[src/rtl/aes_bist_sequencer_if.sv]
// Request/response port between the BIST sequencer (master) and the hardened AES core (slave).
interface aes_bist_sequencer_if;
    logic         aes_start;
    logic [127:0] aes_key;
    logic [127:0] aes_plaintext;
    logic         aes_inject_fault;
    logic [127:0] aes_ciphertext;
    logic         aes_valid;
    logic         aes_fault_alert;

    modport master (
        output aes_start, aes_key, aes_plaintext, aes_inject_fault,
        input  aes_ciphertext, aes_valid, aes_fault_alert
    );

    modport slave (
        input  aes_start, aes_key, aes_plaintext, aes_inject_fault,
        output aes_ciphertext, aes_valid, aes_fault_alert
    );
endinterface

[src/rtl/aes_bist_sequencer.sv]
// Known-answer self-test sequencer for the hardened AES core, with an optional fault-injection
// pass compiled in by AES_BIST_FAULT_CHECK_EN.
module aes_bist_sequencer #(
    parameter int  NUM_VECTORS    = 4,
    parameter int  TIMEOUT_CYCLES = 64,
    localparam int IDX_W          = $clog2(NUM_VECTORS + 1)
) (
    input  logic                 clk,
    input  logic                 rst_n,
    input  logic                 bist_start_i,
    output logic                 bist_busy_o,
    output logic                 bist_done_o,
    output logic                 bist_pass_o,
    output logic [2:0]           bist_fail_code_o,
    output logic [IDX_W-1:0]     fail_index_o,
    output logic [IDX_W-1:0]     pass_count_o,
    output logic [IDX_W-1:0]     vec_index_o,
    input  logic [127:0]         vec_key_i,
    input  logic [127:0]         vec_plain_i,
    input  logic [127:0]         vec_expect_i,
    aes_bist_sequencer_if.master aes
);

    typedef enum logic [2:0] {
        S_IDLE, S_ISSUE, S_WAIT, S_FAULT_ISSUE, S_FAULT_WAIT, S_DONE
    } state_e;

    typedef enum logic [2:0] {
        FC_NONE       = 3'd0,
        FC_MISMATCH   = 3'd1,
        FC_ALERT      = 3'd2,
        FC_TIMEOUT    = 3'd3,
        FC_UNDETECTED = 3'd4
    } fail_code_e;

    localparam int              TO_W     = $clog2(TIMEOUT_CYCLES);
    localparam logic [TO_W-1:0] TO_LAST  = TO_W'(TIMEOUT_CYCLES - 1);
    localparam logic [IDX_W-1:0] LAST_IDX = IDX_W'(NUM_VECTORS - 1);
`ifdef AES_BIST_FAULT_CHECK_EN
    localparam logic [IDX_W-1:0] FAULT_IDX = IDX_W'(NUM_VECTORS);
`endif

    state_e           state_q, state_d;
    fail_code_e       code_q, code_d;
    logic             busy_q, busy_d;
    logic             done_q, done_d;
    logic             pass_q, pass_d;
    logic             start_q, start_d;
    logic [IDX_W-1:0] fail_idx_q, fail_idx_d;
    logic [IDX_W-1:0] pass_cnt_q, pass_cnt_d;
    logic [IDX_W-1:0] vec_idx_q, vec_idx_d;
    logic [TO_W-1:0]  tmo_q, tmo_d;
    logic [127:0]     key_q, key_d;
    logic [127:0]     plain_q, plain_d;
    logic [127:0]     expect_q, expect_d;
`ifdef AES_BIST_FAULT_CHECK_EN
    logic             inject_q, inject_d;
`endif

    always_comb begin
        // NOTE: every signal gets a default before the case, so no path leaves one unassigned and no latch is inferred.
        state_d    = state_q;
        code_d     = code_q;
        busy_d     = busy_q;
        done_d     = 1'b0;
        pass_d     = pass_q;
        start_d    = 1'b0;
        fail_idx_d = fail_idx_q;
        pass_cnt_d = pass_cnt_q;
        vec_idx_d  = vec_idx_q;
        tmo_d      = tmo_q;
        key_d      = key_q;
        plain_d    = plain_q;
        expect_d   = expect_q;
`ifdef AES_BIST_FAULT_CHECK_EN
        inject_d   = inject_q;
`endif

        case (state_q)
            S_IDLE: begin
                if (bist_start_i) begin
                    busy_d     = 1'b1;
                    pass_d     = 1'b0;
                    code_d     = FC_NONE;
                    fail_idx_d = '0;
                    pass_cnt_d = '0;
                    vec_idx_d  = '0;
                    start_d    = 1'b1;
                    state_d    = S_ISSUE;
                end
            end

            S_ISSUE: begin
                key_d    = vec_key_i;
                plain_d  = vec_plain_i;
                expect_d = vec_expect_i;
                tmo_d    = '0;
                state_d  = S_WAIT;
            end

            S_WAIT: begin
                tmo_d = tmo_q + TO_W'(1);
                if (aes.aes_fault_alert) begin
                    code_d     = FC_ALERT;
                    fail_idx_d = vec_idx_q;
                    state_d    = S_DONE;
                end else if (aes.aes_valid) begin
                    if (aes.aes_ciphertext != expect_q) begin
                        code_d     = FC_MISMATCH;
                        fail_idx_d = vec_idx_q;
                        state_d    = S_DONE;
                    end else begin
                        pass_cnt_d = pass_cnt_q + IDX_W'(1);
                        if (vec_idx_q == LAST_IDX) begin
`ifdef AES_BIST_FAULT_CHECK_EN
                            vec_idx_d = '0;
                            inject_d  = 1'b1;
                            start_d   = 1'b1;
                            state_d   = S_FAULT_ISSUE;
`else
                            state_d   = S_DONE;
`endif
                        end else begin
                            vec_idx_d = vec_idx_q + IDX_W'(1);
                            start_d   = 1'b1;
                            state_d   = S_ISSUE;
                        end
                    end
                end else if (tmo_q == TO_LAST) begin
                    // A response in the final WAIT cycle is handled above and beats the timeout.
                    code_d     = FC_TIMEOUT;
                    fail_idx_d = vec_idx_q;
                    state_d    = S_DONE;
                end
            end

`ifdef AES_BIST_FAULT_CHECK_EN
            S_FAULT_ISSUE: begin
                key_d   = vec_key_i;
                plain_d = vec_plain_i;
                tmo_d   = '0;
                state_d = S_FAULT_WAIT;
            end

            S_FAULT_WAIT: begin
                tmo_d = tmo_q + TO_W'(1);
                if (aes.aes_fault_alert) begin
                    state_d = S_DONE;
                end else if (aes.aes_valid) begin
                    code_d     = FC_UNDETECTED;
                    fail_idx_d = FAULT_IDX;
                    state_d    = S_DONE;
                end else if (tmo_q == TO_LAST) begin
                    code_d     = FC_TIMEOUT;
                    fail_idx_d = FAULT_IDX;
                    state_d    = S_DONE;
                end
            end
`endif

            S_DONE: begin
                busy_d  = 1'b0;
                state_d = S_IDLE;
            end

            default: state_d = S_IDLE;
        endcase

        // Result, done pulse and inject release are all registered on the edge entering DONE.
        if (state_d == S_DONE && state_q != S_DONE) begin
            done_d = 1'b1;
            pass_d = (code_d == FC_NONE);
`ifdef AES_BIST_FAULT_CHECK_EN
            inject_d = 1'b0;
`endif
        end
    end

    // NOTE: sequential state uses non-blocking assignments only; the wide operand and expect
    // registers are reset too, because the core port must read as all-zero out of reset.
    always_ff @(posedge clk or negedge rst_n) begin
        if (!rst_n) begin
            state_q    <= S_IDLE;
            code_q     <= FC_NONE;
            busy_q     <= 1'b0;
            done_q     <= 1'b0;
            pass_q     <= 1'b0;
            start_q    <= 1'b0;
            fail_idx_q <= '0;
            pass_cnt_q <= '0;
            vec_idx_q  <= '0;
            tmo_q      <= '0;
            key_q      <= '0;
            plain_q    <= '0;
            expect_q   <= '0;
`ifdef AES_BIST_FAULT_CHECK_EN
            inject_q   <= 1'b0;
`endif
        end else begin
            state_q    <= state_d;
            code_q     <= code_d;
            busy_q     <= busy_d;
            done_q     <= done_d;
            pass_q     <= pass_d;
            start_q    <= start_d;
            fail_idx_q <= fail_idx_d;
            pass_cnt_q <= pass_cnt_d;
            vec_idx_q  <= vec_idx_d;
            tmo_q      <= tmo_d;
            key_q      <= key_d;
            plain_q    <= plain_d;
            expect_q   <= expect_d;
`ifdef AES_BIST_FAULT_CHECK_EN
            inject_q   <= inject_d;
`endif
        end
    end

    assign bist_busy_o      = busy_q;
    assign bist_done_o      = done_q;
    assign bist_pass_o      = pass_q;
    assign bist_fail_code_o = code_q;
    assign fail_index_o     = fail_idx_q;
    assign pass_count_o     = pass_cnt_q;
    assign vec_index_o      = vec_idx_q;

    // Operands settle on the edge that ends the start cycle and stay stable through WAIT.
    assign aes.aes_start     = start_q;
    assign aes.aes_key       = key_q;
    assign aes.aes_plaintext = plain_q;
`ifdef AES_BIST_FAULT_CHECK_EN
    assign aes.aes_inject_fault = inject_q;
`else
    assign aes.aes_inject_fault = 1'b0;
`endif

endmodule

[src/flat_wrapper.sv]
// flat-port wrapper written by rule: the top's interface ports become plain ports
module aes_bist_sequencer_flat 
#(
    parameter int  NUM_VECTORS    = 4,
    parameter int  TIMEOUT_CYCLES = 64,
    localparam int IDX_W          = $clog2(NUM_VECTORS + 1)
)
  (clk, rst_n, bist_start_i, bist_busy_o, bist_done_o, bist_pass_o, bist_fail_code_o, fail_index_o, pass_count_o, vec_index_o, vec_key_i, vec_plain_i, vec_expect_i, aes_aes_start, aes_aes_key, aes_aes_plaintext, aes_aes_inject_fault, aes_aes_ciphertext, aes_aes_valid, aes_aes_fault_alert);
  aes_bist_sequencer_if aes_i ();
  input  logic clk;
  input  logic rst_n;
  input  logic bist_start_i;
  output logic bist_busy_o;
  output logic bist_done_o;
  output logic bist_pass_o;
  output logic [2:0] bist_fail_code_o;
  output logic [IDX_W-1:0] fail_index_o;
  output logic [IDX_W-1:0] pass_count_o;
  output logic [IDX_W-1:0] vec_index_o;
  input  logic [127:0] vec_key_i;
  input  logic [127:0] vec_plain_i;
  input  logic [127:0] vec_expect_i;
  output wire logic [$bits(aes_i.aes_start)-1:0] aes_aes_start;
  output wire logic [$bits(aes_i.aes_key)-1:0] aes_aes_key;
  output wire logic [$bits(aes_i.aes_plaintext)-1:0] aes_aes_plaintext;
  output wire logic [$bits(aes_i.aes_inject_fault)-1:0] aes_aes_inject_fault;
  input wire logic [$bits(aes_i.aes_ciphertext)-1:0] aes_aes_ciphertext;
  input wire logic [$bits(aes_i.aes_valid)-1:0] aes_aes_valid;
  input wire logic [$bits(aes_i.aes_fault_alert)-1:0] aes_aes_fault_alert;
  assign aes_aes_start = aes_i.aes_start;
  assign aes_aes_key = aes_i.aes_key;
  assign aes_aes_plaintext = aes_i.aes_plaintext;
  assign aes_aes_inject_fault = aes_i.aes_inject_fault;
  assign aes_i.aes_ciphertext = aes_aes_ciphertext;
  assign aes_i.aes_valid = aes_aes_valid;
  assign aes_i.aes_fault_alert = aes_aes_fault_alert;
  aes_bist_sequencer #(.NUM_VECTORS(NUM_VECTORS), .TIMEOUT_CYCLES(TIMEOUT_CYCLES)) u_core (.clk(clk), .rst_n(rst_n), .bist_start_i(bist_start_i), .bist_busy_o(bist_busy_o), .bist_done_o(bist_done_o), .bist_pass_o(bist_pass_o), .bist_fail_code_o(bist_fail_code_o), .fail_index_o(fail_index_o), .pass_count_o(pass_count_o), .vec_index_o(vec_index_o), .vec_key_i(vec_key_i), .vec_plain_i(vec_plain_i), .vec_expect_i(vec_expect_i), .aes(aes_i));
endmodule
[config.mk]
export PLATFORM = sky130hd
export DESIGN_NAME = aes_bist_sequencer_flat
export DESIGN_NICKNAME = d
export VERILOG_FILES = /design/src/rtl/aes_bist_sequencer_if.sv /design/src/rtl/aes_bist_sequencer.sv /design/src/flat_wrapper.sv
export SDC_FILE = /design/constraint.sdc
export NUM_CORES = 1
export LEC_CHECK = 0
export CAP_MARGIN = 20
export CORE_AREA = 3 3 307 309
export CTS_CLUSTER_SIZE = 20
export DETAILED_ROUTE_END_ITERATION = 10
export DIE_AREA = 0 0 310 312
export DONT_BUFFER_PORTS = 1
export GPL_TIMING_DRIVEN = 0
export PLACE_DENSITY = 0.37
export SLEW_MARGIN = 15
export SYNTH_ARGS = -nofsm -noshare
export SYNTH_HDL_FRONTEND = slang
export SYNTH_SLANG_ARGS = --single-unit
[constraint.sdc]
create_clock -name clk -period 5.2 [get_ports clk]
set_input_delay 1.3 -clock clk [delete_from_list [all_inputs] [get_ports clk]]
set_output_delay 1.3 -clock clk [all_outputs]
set_load 0.05 [all_outputs]
==> results of run 1 <==
-- logic make-up (layout without fill, tap and decap cells) --
kind of cell    after synthesis  count (layout)  synth area share [%]
compound gates               24              24                 1.039
xor+xnor                    129             129                 6.703
fa+ha+maj                     4               4                0.2969
buf+inv                      95             186                 2.138
flops                       409             409                 60.72
mux                           6               6                0.4231
other cells                   1               5               0.02225
simple gates               1244            1244                 28.66
-- power by group --
| group | leakage, nW | internal (W) | switching [W] |
|---|---|---|---|
| sequential | 5.06 | 0.00465 | 0.00489 |
| combinational | 3.93 | 0.00142 | 0.00276 |
| clock | 0.804 | 0.00204 | 0.00141 |
| total | 9.80 | 0.00811 | 0.00906 |
-- final cells by class --
type	instances	area [um2]	share of cell area (%)
antenna	4	10.01	0.05003
tap	1186	1484	7.417
sequential	409	10230	51.16
buffer	88	335.3	1.676
clock inverter	15	140.1	0.7004
timing repair buffer	3	45.04	0.2251
multi-input combinational	1408	6264	31.31
inverter	7	26.28	0.1313
clock buffer	73	1468	7.336
-- final timing paths --
path	to	from	depth (start not counted)
min in group clk	u_core.tmo_q[5]	u_core.tmo_q[5]	1
max in group asynchronous	u_core.aes.aes_key[27]	rst_n	0
worst max register to register	u_core.vec_index_o[0]	u_core.expect_q[27]	8
worst max-delay path	u_core.vec_index_o[0]	aes_aes_ciphertext[27]	8
worst min-delay path	u_core.expect_q[27]	rst_n	0
worst min register to register	u_core.tmo_q[5]	u_core.tmo_q[5]	1
-- routing by layer --
| layer | vias to the layer above | part of all wire [%] | GRT usage [%] |
|---|---|---|---|
| met4 | 0 | 2.6 | 3.999 |
| met3 | 79 | 9.1 | 4.784 |
| li1 | 5980 | - | - |
| met5 | - | 0 | 0 |
| met2 | 557 | 51 | 25.38 |
| met1 | 6272 | 37 | 15.87 |
-- metrics by stage --
| stage | total power, W | cells | hold WS, ps | instance area (um2) |
|---|---|---|---|---|
| after floorplan | 0.01192 | 1912 | 439.9 | 16860 |
| after global placement | 0.01380 | 3098 | 478.6 | 18340 |
| after detailed placement | 0.01393 | 3100 | 483.7 | 18370 |
| after CTS | 0.01747 | 3188 | 347.9 | 19980 |
| after global routing | 0.01826 | 3190 | 374.2 | 20000 |
| final | 0.01717 | 3193 | 428.6 | 20010 |
-- cells in the final DEF (no fill, tap or decap), types with 3 or more instances in the layout --
master / count
nand2_1: 1170
dfrtp_1: 409
xnor2_1: 128
clkbuf_1: 88
clkbuf_16: 50
nand4_1: 34
clkbuf_8: 13
nor2_1: 12
o21ai_0: 11
clkinv_2: 11
nor4_1: 8
buf_1: 8
inv_1: 7
diode_2: 4
nand3_1: 4
ha_1: 4
mux2i_1: 3
o31ai_1: 3
buf_8: 3
-- flip-flops by register name (all words and copies together) (netlist names), 3 cells and up --
register                  count
u_core.pass_count_o           3
u_core.state_q                3
u_core.aes.aes_key          128
u_core.fail_index_o           3
u_core.vec_index_o            3
u_core.tmo_q                  6
u_core.bist_fail_code_o       3
u_core.aes.aes_plaintext    128
u_core.expect_q             128
==> results.md, run 1 <==
- The final route contains 12890 vias.
- The synthesized area is approximately 17000 um2.
- Dividing the detail-routed wire length by the instance count gives ~22 um.
- Setup repair after global routing left no endpoint under its margin.
- The die is 312 um tall.
- The slowest cell on the critical path is nor4_1.
- The stage delay of the slowest cell on the critical path is 690 ps.
- The floorplan core area is 91660 um2.
- The cell accounting for the most synthesized area is dfrtp_1.
- Of all nets on the critical path, the largest fanout is 5.
- Together, buffers and inverters on the worst path number 0.
- The final design utilization is approximately 22%.
- The count of buffers from port buffering is 0.
- The routed design could run at a clock period as short as about 3500 ps.
- The clock input transition at the sequential cells of the worst setup and hold paths is 50 ps.
- The number of buffers created by CTS is 50.
- STA classifies the critical path startpoint as an input pin.
- The clock drives around 410 sinks.
- The maximum clock rate is between 200 and 300 MHz.
- In this run, post-CTS hold repair placed 0 buffers.
- The maximum VDD drop is approximately 0.36 mV.
- The post-CTS setup repair buffer count is 0.
- Max-cap violations in this run came to 0.
- The average instance area after synthesis is slightly below 9 um2.
- In this design, the largest share of critical-path delay is due to simple AND/OR/NAND/NOR gates.
- The total die area is approximately 97000 um2.
- The clock root buffer is clkbuf_16.
- The slack of the worst reg-to-reg path is slightly above 2000 ps.
- The number of antenna-violating nets in the routed design is 0.
- On the final layout, the worst clock skew is 28.38 ps.
- The H-tree was split into 2 levels.
- In this run, synthesis inferred 0 flip-flops with an integrated enable.
- Gates resized during post-CTS repair numbered 0.
- The width of the chip is 310 um.
- Setup violations remaining at the end of the flow were counted as 0.
- For this run, the post-layout net count is 2488.
- The buffer depth of the longest clock path is 3.
- The endpoint type of the worst setup path is a flop.
- The total DRC errors in the routed layout is 0.
- The data arrival at the endpoint of the critical path is 3900 ps.
- The worst-case setup margin in the final layout is roughly 1700 ps.
- The dominant synthesized flop cell is dfrtp_1.
- In the synthesized netlist, the cells that appear most often are nand2_1 (1170), dfrtp_1 (409), xnor2_1 (128), clkbuf_1 (79), nand4_1 (34).
- The synthesized flop and latch total is 409.
- Counting stages on the worst path, the most repeated cell is nand4_1.
- The measured slew at the worst slew-check pin is 1030 ps.
- The share of post-route cells with drive strength above 1 is 4.593%.
- The total number of placement rows is 111.
- The share of synthesized registers carrying an async set or reset is 100.0%.
- In the global route stage, overall resource usage came out at 14.17%.
- Among all cell types in the netlist, the one instantiated most often is nand2_1.
- The via count of the first global-routing pass came to 13540.
- The total congestion overflow after global routing is 0.
- For this configuration, the core starts out at a cell density of 18.39%.
- For this run, the detailed router's first-pass iteration total came to 5.
- The run finished with clean final reports.
- The final wirelength is roughly 71000 um.
- For this run, the number of Yosys warnings is 0.
- 790 I/O pins were placed.
- The DRC violation total after the first TritonRoute iteration is 775.
- The gate count of the mapped netlist is ~1900.
- The worst max-slew margin expressed relative to the limit is 31.34%.
- Prior to clock tree synthesis, the placed netlist has a worst setup slack of about 1000 ps.
- The total count of max-transition violations in the final report is 0.
- Power spread over the standard cell area amounts to 858.2 nW/um2.
- The area growth from synthesis to layout is 18.69%.
- For the worst setup path, the data required time is about 5700 ps.
- By area the synthesized netlist is led by dfrtp_1 (61%), nand2_1 (26%), xnor2_1 (6.7%), clkbuf_1 (1.8%), nand4_1 (1.3%).
- The path class of the tightest hold or removal check is in2async.
- The fill cell total of the finished layout is ~10000.
- Using the TritonRoute via totals, the vias-per-cell ratio works out to 4.036.
- The wire length of the first global-routing pass is 100300 um.
- The initial antenna violation count is 4.
- When the netlist entered floorplanning its net count stood at 2433.
- The final critical path takes up ~66% of the cycle.
- The last weighted congestion value of the routability-driven placer is 0.8663.
- The proportion of netlist area held by the largest area contributor is 60.72%.
- The HPWL after detailed placement is 56210 um.
- The sum of negative setup slack is 0 ps.
- The critical path goes through xnor2_1 > nand4_1 > nor4_1 > nand4_1 > nor2_4 > nand2_4 > o41ai_4 > mux2_4.
- The leakage power figure is 9.796 nW.
- The sequential cell area fraction in the yosys report is 60.72%.
- The CTS tree is yes.
- The worst setup path is of the in2reg kind.
- Clock latency on the worst-skew pair, taken at its later pin, is between 500 and 600 ps.
- The hold violation total from the final report is 0.
- The largest net degree at the start of global routing is 410.
- The synthesized netlist contains 38 unique library cells.
No activity file was read; power rests on OpenSTA's default activity.
==> run 2: changes to the inputs <==
==> constraint.sdc (replaced) <==
create_clock -name clk -period 3.5 [get_ports clk]
set_input_delay 0.875 -clock clk [delete_from_list [all_inputs] [get_ports clk]]
set_output_delay 0.875 -clock clk [all_outputs]
set_load 0.05 [all_outputs]
==> results.md, run 2 (synthesis results as in run 1) <==
- The clock insertion delay at the later pin of the skew report came to 590 ps (about the same).
- In the layout the commonest cells are nand2_1 (1170), dfrtp_1 (409), xnor2_1 (128), clkbuf_1 (88), clkbuf_16 (50).
- The final wirelength came to 72400 um (+1.4%).
- On the critical path, the stage with the largest delay is an instance of nor4_1.
- The register share of total power is 55.4% (about the same).
- The die boundary height is 312 um (unchanged).
- The measured slew at the worst slew-check pin is 1363 ps (+333.3 ps).
- The largest fanout of any net on the critical path is 5 (unchanged).
- Compared with the post-synthesis result, the final layout area differs by 19.14%.
- The total die area was 96720 um2 (unchanged).
- The sum of negative setup slack is 0 ps (unchanged).
- The total count of max-transition violations in the final report is 0 (unchanged).
- The leakage power figure is 9.830 nW (+0.34%).
- The part of the cycle the worst path needs is around nine tenths.
- The worst slack at placement is -233.5 ps (-1275 ps).
- The width of the chip is 310 um (unchanged).
- The post-CTS setup repair buffer count is 0 (unchanged).
- The starting utilization of the core area was 18.39% (unchanged).
- The post-cts gate resize count is 0 (unchanged).
- The DRC violation total after the first TritonRoute iteration came to 790 (+1.9%).
- The switching power total came to 0.01351 W (+49%).
- The hold violation total from the final report is 0 (unchanged).
- The fill cell total of the finished layout was 10110 (-0.079%).
- The clock sink count is 409 (unchanged).
- The total number of placement rows is 111 (unchanged).
- The wire length of the first global-routing pass was 100300 um (unchanged).
- The HPWL after detailed placement is 56210 um (unchanged).
- The maximum level of the CTS H-tree is 2 (unchanged).
- The number of buffers created by CTS is 50 (unchanged).
- The worst-case setup margin in the final layout is 322.7 ps (-1426 ps).
- The internal power of the cells is 0.01205 W (+49%).
- The last weighted congestion value of the routability-driven placer is 0.8663 (unchanged).
- The CTS tree is yes.
- The per-cell routed wire length is 22.64 um (+1.3%).
- The share of post-route cells with drive strength above 1 was 4.684% (+0.090 points).
- The detailed-route vias per instance came to 4.062 (+0.64%).
- The signal on the critical path passes through xnor2_1 > nand4_1 > nor4_1 > nand4_1 > nor2_4 > nand2_4 > o41ai_4 > mux2_4.
- The data required time at the worst endpoint was 3950 ps (-1700 ps).
- The worst clock skew was 29.42 ps (+1.043 ps).
- Based on the critical path, the design can be clocked at up to 314.7 MHz.
- Setup repair after global routing left no endpoint under its margin.
- The floorplan core area was 91660 um2 (unchanged).
- The total DRC errors in the routed layout is 0 (unchanged).
- The final number of setup-violating endpoints came to 0 (unchanged).
- The I/O pin total is 790 (unchanged).
- The buffer depth of the longest clock path is 3 (unchanged).
- By startpoint and endpoint, the worst setup path is classified as reg2reg.
- The total congestion overflow after global routing is 0 (unchanged).
- The largest net degree at the start of global routing is 410 (unchanged).
- The proportion of power drawn by combinational gates is 24.5% (+0.2 points).
- The global router's overall resource usage was 14.17% (unchanged).
- The number of optimization iterations in the first detailed-route pass is 4 (-1).
- The worst max-slew margin expressed relative to the limit came to 9.118% (-22 points).
- The stage delay of the slowest cell on the critical path is 690 ps (about the same).
- The net total in the final layout is 2492 (+0.16%).
- STA classifies the critical path startpoint as a flop.
- The number of antenna-violating nets in the routed design is 0 (unchanged).
- The via count of the first global-routing pass is 13540 (unchanged).
- The most repeated library cell on the critical path is nand4_1.
- The worst path needs 3177 ps of the cycle, external delays included.
- The tree is rooted in a clkbuf_16.
- The power per cell area is 1273 nW/um2 (+48%).
- The top cell family by delay on the critical path is simple AND/OR/NAND/NOR gates.
- The detailed-route via count is 12990 (+0.77%).
- The number of buffers and inverters on the critical path is 0 (unchanged).
- The max-capacitance violation count is 0 (unchanged).
- The switching fraction of total power is 52.85% (+0.073 points).
- STA classifies the critical path endpoint as a flop.
- The maximum VDD drop is 0.5403 mV (+49%).
- The flow ran to the end, and the final reports show no timing, DRC or antenna violations.
- The commonest non-fill, non-tap cell in the layout is nand2_1.
- The data arrival at the endpoint of the critical path is 3630 ps (-270 ps).
- The count of buffers from port buffering was 0 (unchanged).
- The part of the total power dissipated in the clock network is 20.1% (about the same).
- The clock input transition at the sequential cells of the worst setup and hold paths is 50 ps (about the same).
- The class of the tightest hold or removal check is in2async.
- The initial antenna violation count is 4 (unchanged).
run 2: worst register-to-register path: stages (launching register included):
cell,delay (ps)
dfrtp_1,410
xnor2_1,250
nand4_1,280
nor4_1,690
nand4_1,280
nor2_4,300
nand2_4,110
o41ai_4,410
mux2_4,340
run 2: cell type report:
| class | count | area, um2 | area share, % |
|---|---|---|---|
| Antenna cell | 4 | 10.01 | 0.04984 |
| Multi-Input combinational cell | 1408 | 6264 | 31.19 |
| Sequential cell | 409 | 10230 | 50.97 |
| Clock buffer | 73 | 1468 | 7.308 |
| Inverter | 7 | 26.28 | 0.1308 |
| Timing Repair Buffer | 7 | 120.1 | 0.5981 |
| Buffer | 88 | 335.3 | 1.670 |
| Clock inverter | 15 | 140.1 | 0.6978 |
| Tap cell | 1186 | 1484 | 7.389 |
run 2: per-stage QoR:
stage,area (um2),hold WS (ps),instances,utilization (%),total power [W]
after floorplan,16860,439.9,1912,-,0.01771
after global placement,18340,478.6,3098,20.01,0.02050
after detailed placement,18370,483.7,3100,20.04,0.02070
after CTS,19980,-77.08,3188,21.80,0.02596
after global routing,20070,9.596,3194,21.90,0.02718
final,20080,77.89,3197,21.91,0.02556
run 2: per-layer routing:
metal,global-route usage [%],vias to the layer above,part of all wire [%],wire length [um]
met5,0,-,0,0
met4,3.999,0,2.5,1846
met3,4.784,81,9.1,6594
met2,25.38,581,51,36930
met1,15.87,6330,37,27020
li1,-,5995,-,-
run 2: path summary, 6_finish.rpt:
| path | to | depth (start not counted) | startpoint | slack (ps) |
|---|---|---|---|---|
| worst max-delay path | u_core.vec_index_o[0] | 8 | u_core.expect_q[27] | 320 |
| worst min-delay path | u_core.aes.aes_plaintext[95] | 0 | rst_n | 80 |
| worst max register to register | u_core.vec_index_o[0] | 8 | u_core.expect_q[27] | 320 |
| worst min register to register | u_core.tmo_q[5] | 1 | u_core.tmo_q[5] | 490 |
| max in group asynchronous | u_core.expect_q[48] | 1 | rst_n | 1970 |
| min in group clk | u_core.aes.aes_plaintext[127] | 2 | vec_plain_i[127] | 380 |
run 2: power groups by stage:
stage	clock network (W)	registers (W)	logic, W
detailed placement	0	0.0143	0.00640
global placement	0	0.0143	0.00618
finish	0.00513	0.0142	0.00626
CTS	0.00532	0.0142	0.00639
global route	0.00553	0.0144	0.00725
floorplan	0	0.0134	0.00431
==> run 3: changes to the inputs <==
--- a/config.mk
+++ b/config.mk
@@ -6,10 +6,10 @@
 export NUM_CORES = 1
 export LEC_CHECK = 0
 export CAP_MARGIN = 20
-export CORE_AREA = 3 3 307 309
+export CORE_AREA = 2 2 306 308
 export CTS_CLUSTER_SIZE = 20
 export DETAILED_ROUTE_END_ITERATION = 10
-export DIE_AREA = 0 0 310 312
+export DIE_AREA = 0 0 308 310
 export DONT_BUFFER_PORTS = 1
 export GPL_TIMING_DRIVEN = 0
 export PLACE_DENSITY = 0.37
==> results.md, run 3 (synthesis results as in run 1) <==
- The via count of the first global-routing pass is 13540 (+0.0074%).
- The number of cells on the worst reg-to-reg path came to 8 (unchanged).
- The last weighted congestion value of the routability-driven placer is 0.9346 (+7.9%).
- The max-capacitance violation count was 0 (unchanged).
- The met1 routed wirelength after detailed routing is 27260 um (+0.88%).
- The detailed-route via count is 13060 (+0.55%).
- The met2 layer wire length in the routed design is 36310 um (-1.7%).
- The floorplan core area is 92490 um2 (+0.90%).
- The largest fanout of any net on the critical path is 5 (unchanged).
- The clock sink count is 409 (unchanged).
- The per-cell routed wire length is 22.49 um (-0.70%).
- The maximum clock rate is 308.8 MHz (-1.9%).
- The power per cell area is 1269 nW/um2 (-0.32%).
- The worst setup path is of the reg2reg kind.
- The final wirelength came to 72160 um (-0.33%).
- The total area of multi-input combinational cells is 6270 um2 (about the same).
- The slack of the worst reg-to-reg path is 260 ps (-60 ps).
- The fill cell total of the finished layout is 10220 (+1.0%).
- The data required time at the worst endpoint is 3960 ps (about the same).
- The starting utilization of the core area came to 18.23% (-0.16 points).
- The part of the cycle the worst path needs was 92.51% (+1.7 points).
- The DRC violation total after the first TritonRoute iteration is 812 (+2.8%).
- The maximum VDD drop is 0.5204 mV (-3.7%).
- The width of the chip is 308 um (-0.65%).
- The clock root buffer is clkbuf_16.
- The net total in the final layout came to 2492 (unchanged).
- The data arrival at the endpoint of the critical path is 3690 ps (+60 ps).
- The final number of setup-violating endpoints is 0 (unchanged).
- The area growth from synthesis to layout is 19.57%.
- STA classifies the critical path startpoint as a flop.
- The number of buffers created by CTS is 49 (-2.0%).
- The time the worst path needs with I/O delays and setup is 3238 ps (+60.53 ps).
- The sequential cell area in the final layout was 10230 um2 (unchanged).
- The clock insertion delay at the later pin of the skew report is 600 ps (about the same).
- The total DRC errors in the routed layout is 0 (unchanged).
- The endpoint type of the worst setup path is a flop.
- The total count of max-transition violations in the final report is 0 (unchanged).
- The post-route worst hold slack is 140.4 ps (+62.47 ps).
- The share of post-route cells with drive strength above 1 came to 4.679% (about the same).
- The total die area is 95480 um2 (-1.3%).
- The initial antenna violation count is 5 (+1).
- The startpoint identified for the worst register-to-register timing path is u_core.expect_q[70].
- Among all stages on the critical path, the largest delay is contributed by nor4_1.
- The number of antenna-violating nets in the routed design is 0 (unchanged).
- Leaving out fill and tap cells, the most frequent cell in the layout is nand2_1.
- The clock input transition at the sequential cells of the worst setup and hold paths came to 70 ps (+20 ps).
- The top cell family by delay on the critical path is simple AND/OR/NAND/NOR gates.
- Routed signal wires occupy layers up through met5.
- The count of buffers from port buffering was 0 (unchanged).
- The number of optimization iterations in the first detailed-route pass is 5 (+1).
- The total number of placement rows is 112 (+0.90%).
- The run finished with clean final reports.
- The CTS tree is yes.
- The detailed-route vias per instance is 4.069 (+0.17%).
- The die boundary height was 310 um (-0.64%).
- The I/O pin total is 790 (unchanged).
- Leaving out fill and tap cells, the most frequent cells in the layout are nand2_1 (1170), dfrtp_1 (409), xnor2_1 (128), clkbuf_1 (93), clkbuf_16 (51).
- Setup repair after global routing left no endpoint under its margin.
- The stage delay of the slowest cell on the critical path is 740 ps (+50 ps).
- The routed length on met3 came to 6784 um (+2.9%).
- The sum of negative setup slack is 0 ps (unchanged).
- The global router's overall resource usage was 14.05% (-0.12 points).
- The buffer depth of the longest clock path is 3 (unchanged).
- The wire length of the first global-routing pass was 97500 um (-2.8%).
- The measured slew at the worst slew-check pin is 1104 ps (-259.1 ps).
- Traced cell by cell, the critical path runs through xnor2_1 > nand4_1 > nor4_1 > nand4_1 > nor2_4 > nand2_4 > o41ai_4 > mux2_4.
- The leakage power figure is 9.847 nW (+0.17%).
- The hold violation total from the final report is 0 (unchanged).
- The final design utilization is 21.79% (-0.12 points).
- The worst max-slew margin expressed relative to the limit is 26.39% (+17 points).
- The number of buffers and inverters on the critical path is 0 (unchanged).
- The worst clock skew was 27.32 ps (-2.107 ps).
- The total congestion overflow after global routing came to 0 (unchanged).
- The largest net degree at the start of global routing is 410 (unchanged).
- The HPWL after detailed placement came to 55760 um (-0.80%).
- In this design, the critical path's most frequently occurring cell is nand4_1.
- In this run the critical register-to-register path is captured at u_core.vec_index_o[2].
- The tightest min-delay check is of the in2async type.
- The maximum level of the CTS H-tree came to 2 (unchanged).
run 3: timing repair:
item | CTS | global route
setup endpoints to repair | 2 | 10
resized for setup | 1 | 5
endpoints found under the hold margin | 296 | 110
gates cloned | 0 | 0
setup buffers | 0 | 0
run 3: worst register-to-register path, cell delays in order, from the launching register on:
cell,delay (ps)
dfrtp_1,390
xnor2_1,260
nand4_1,150
nor4_1,740
nand4_1,440
nor2_4,320
nand2_4,110
o41ai_4,380
mux2_4,340
run 3: cell type report:
cell class | instances | area share, %
Antenna cell | 3 | 0.03725
Clock inverter | 12 | 0.5773
Clock buffer | 77 | 7.362
Inverter | 7 | 0.1304
Buffer | 88 | 1.670
Sequential cell | 409 | 50.78
Tap cell | 1197 | 7.431
Timing Repair Buffer | 8 | 0.9063
Multi-Input combinational cell | 1408 | 31.11
run 3: worst max-delay path by stage:
stage,startpoint,end,slack (ps),depth (start not counted)
6_report,u_core.expect_q[70],u_core.vec_index_o[2],260,8
5_1_grt,u_core.state_q[1],u_core.state_q[1],30,6
4_1_cts,u_core.state_q[1],u_core.expect_q[5],40,7
3_5_place_dp,aes_aes_ciphertext[15],u_core.vec_index_o[0],-480,8
3_3_place_gp,aes_aes_ciphertext[15],u_core.vec_index_o[2],-510,8
2_1_floorplan,aes_aes_ciphertext[122],u_core.vec_index_o[0],940,8
run 3: per-stage QoR:
| step | setup WS (ps) | instance area, um2 | instances | power [W] |
|---|---|---|---|---|
| after detailed placement | -481.1 | 18370 | 3110 | 0.02064 |
| final | 262.2 | 20160 | 3209 | 0.02558 |
| after global routing | 34.57 | 20150 | 3206 | 0.02718 |
| after CTS | 44.49 | 19980 | 3199 | 0.02588 |
| after floorplan | 937.7 | 16860 | 1912 | 0.01771 |
| after global placement | -512.2 | 18350 | 3109 | 0.02046 |
run 3: power by group:
part	leakage, nW	switching, W	internal [W]
Clock	0.790	0.00209	0.00304
Combinational	4.00	0.00421	0.00210
Sequential	5.06	0.00723	0.00691
run 3: routing by layer:
metal  up-vias  global-route usage [%]
met2       570                   25.31
li1       5996                       -
met4         6                   3.880
met3       100                   5.047
met1      6386                   15.53
met5         -                       0
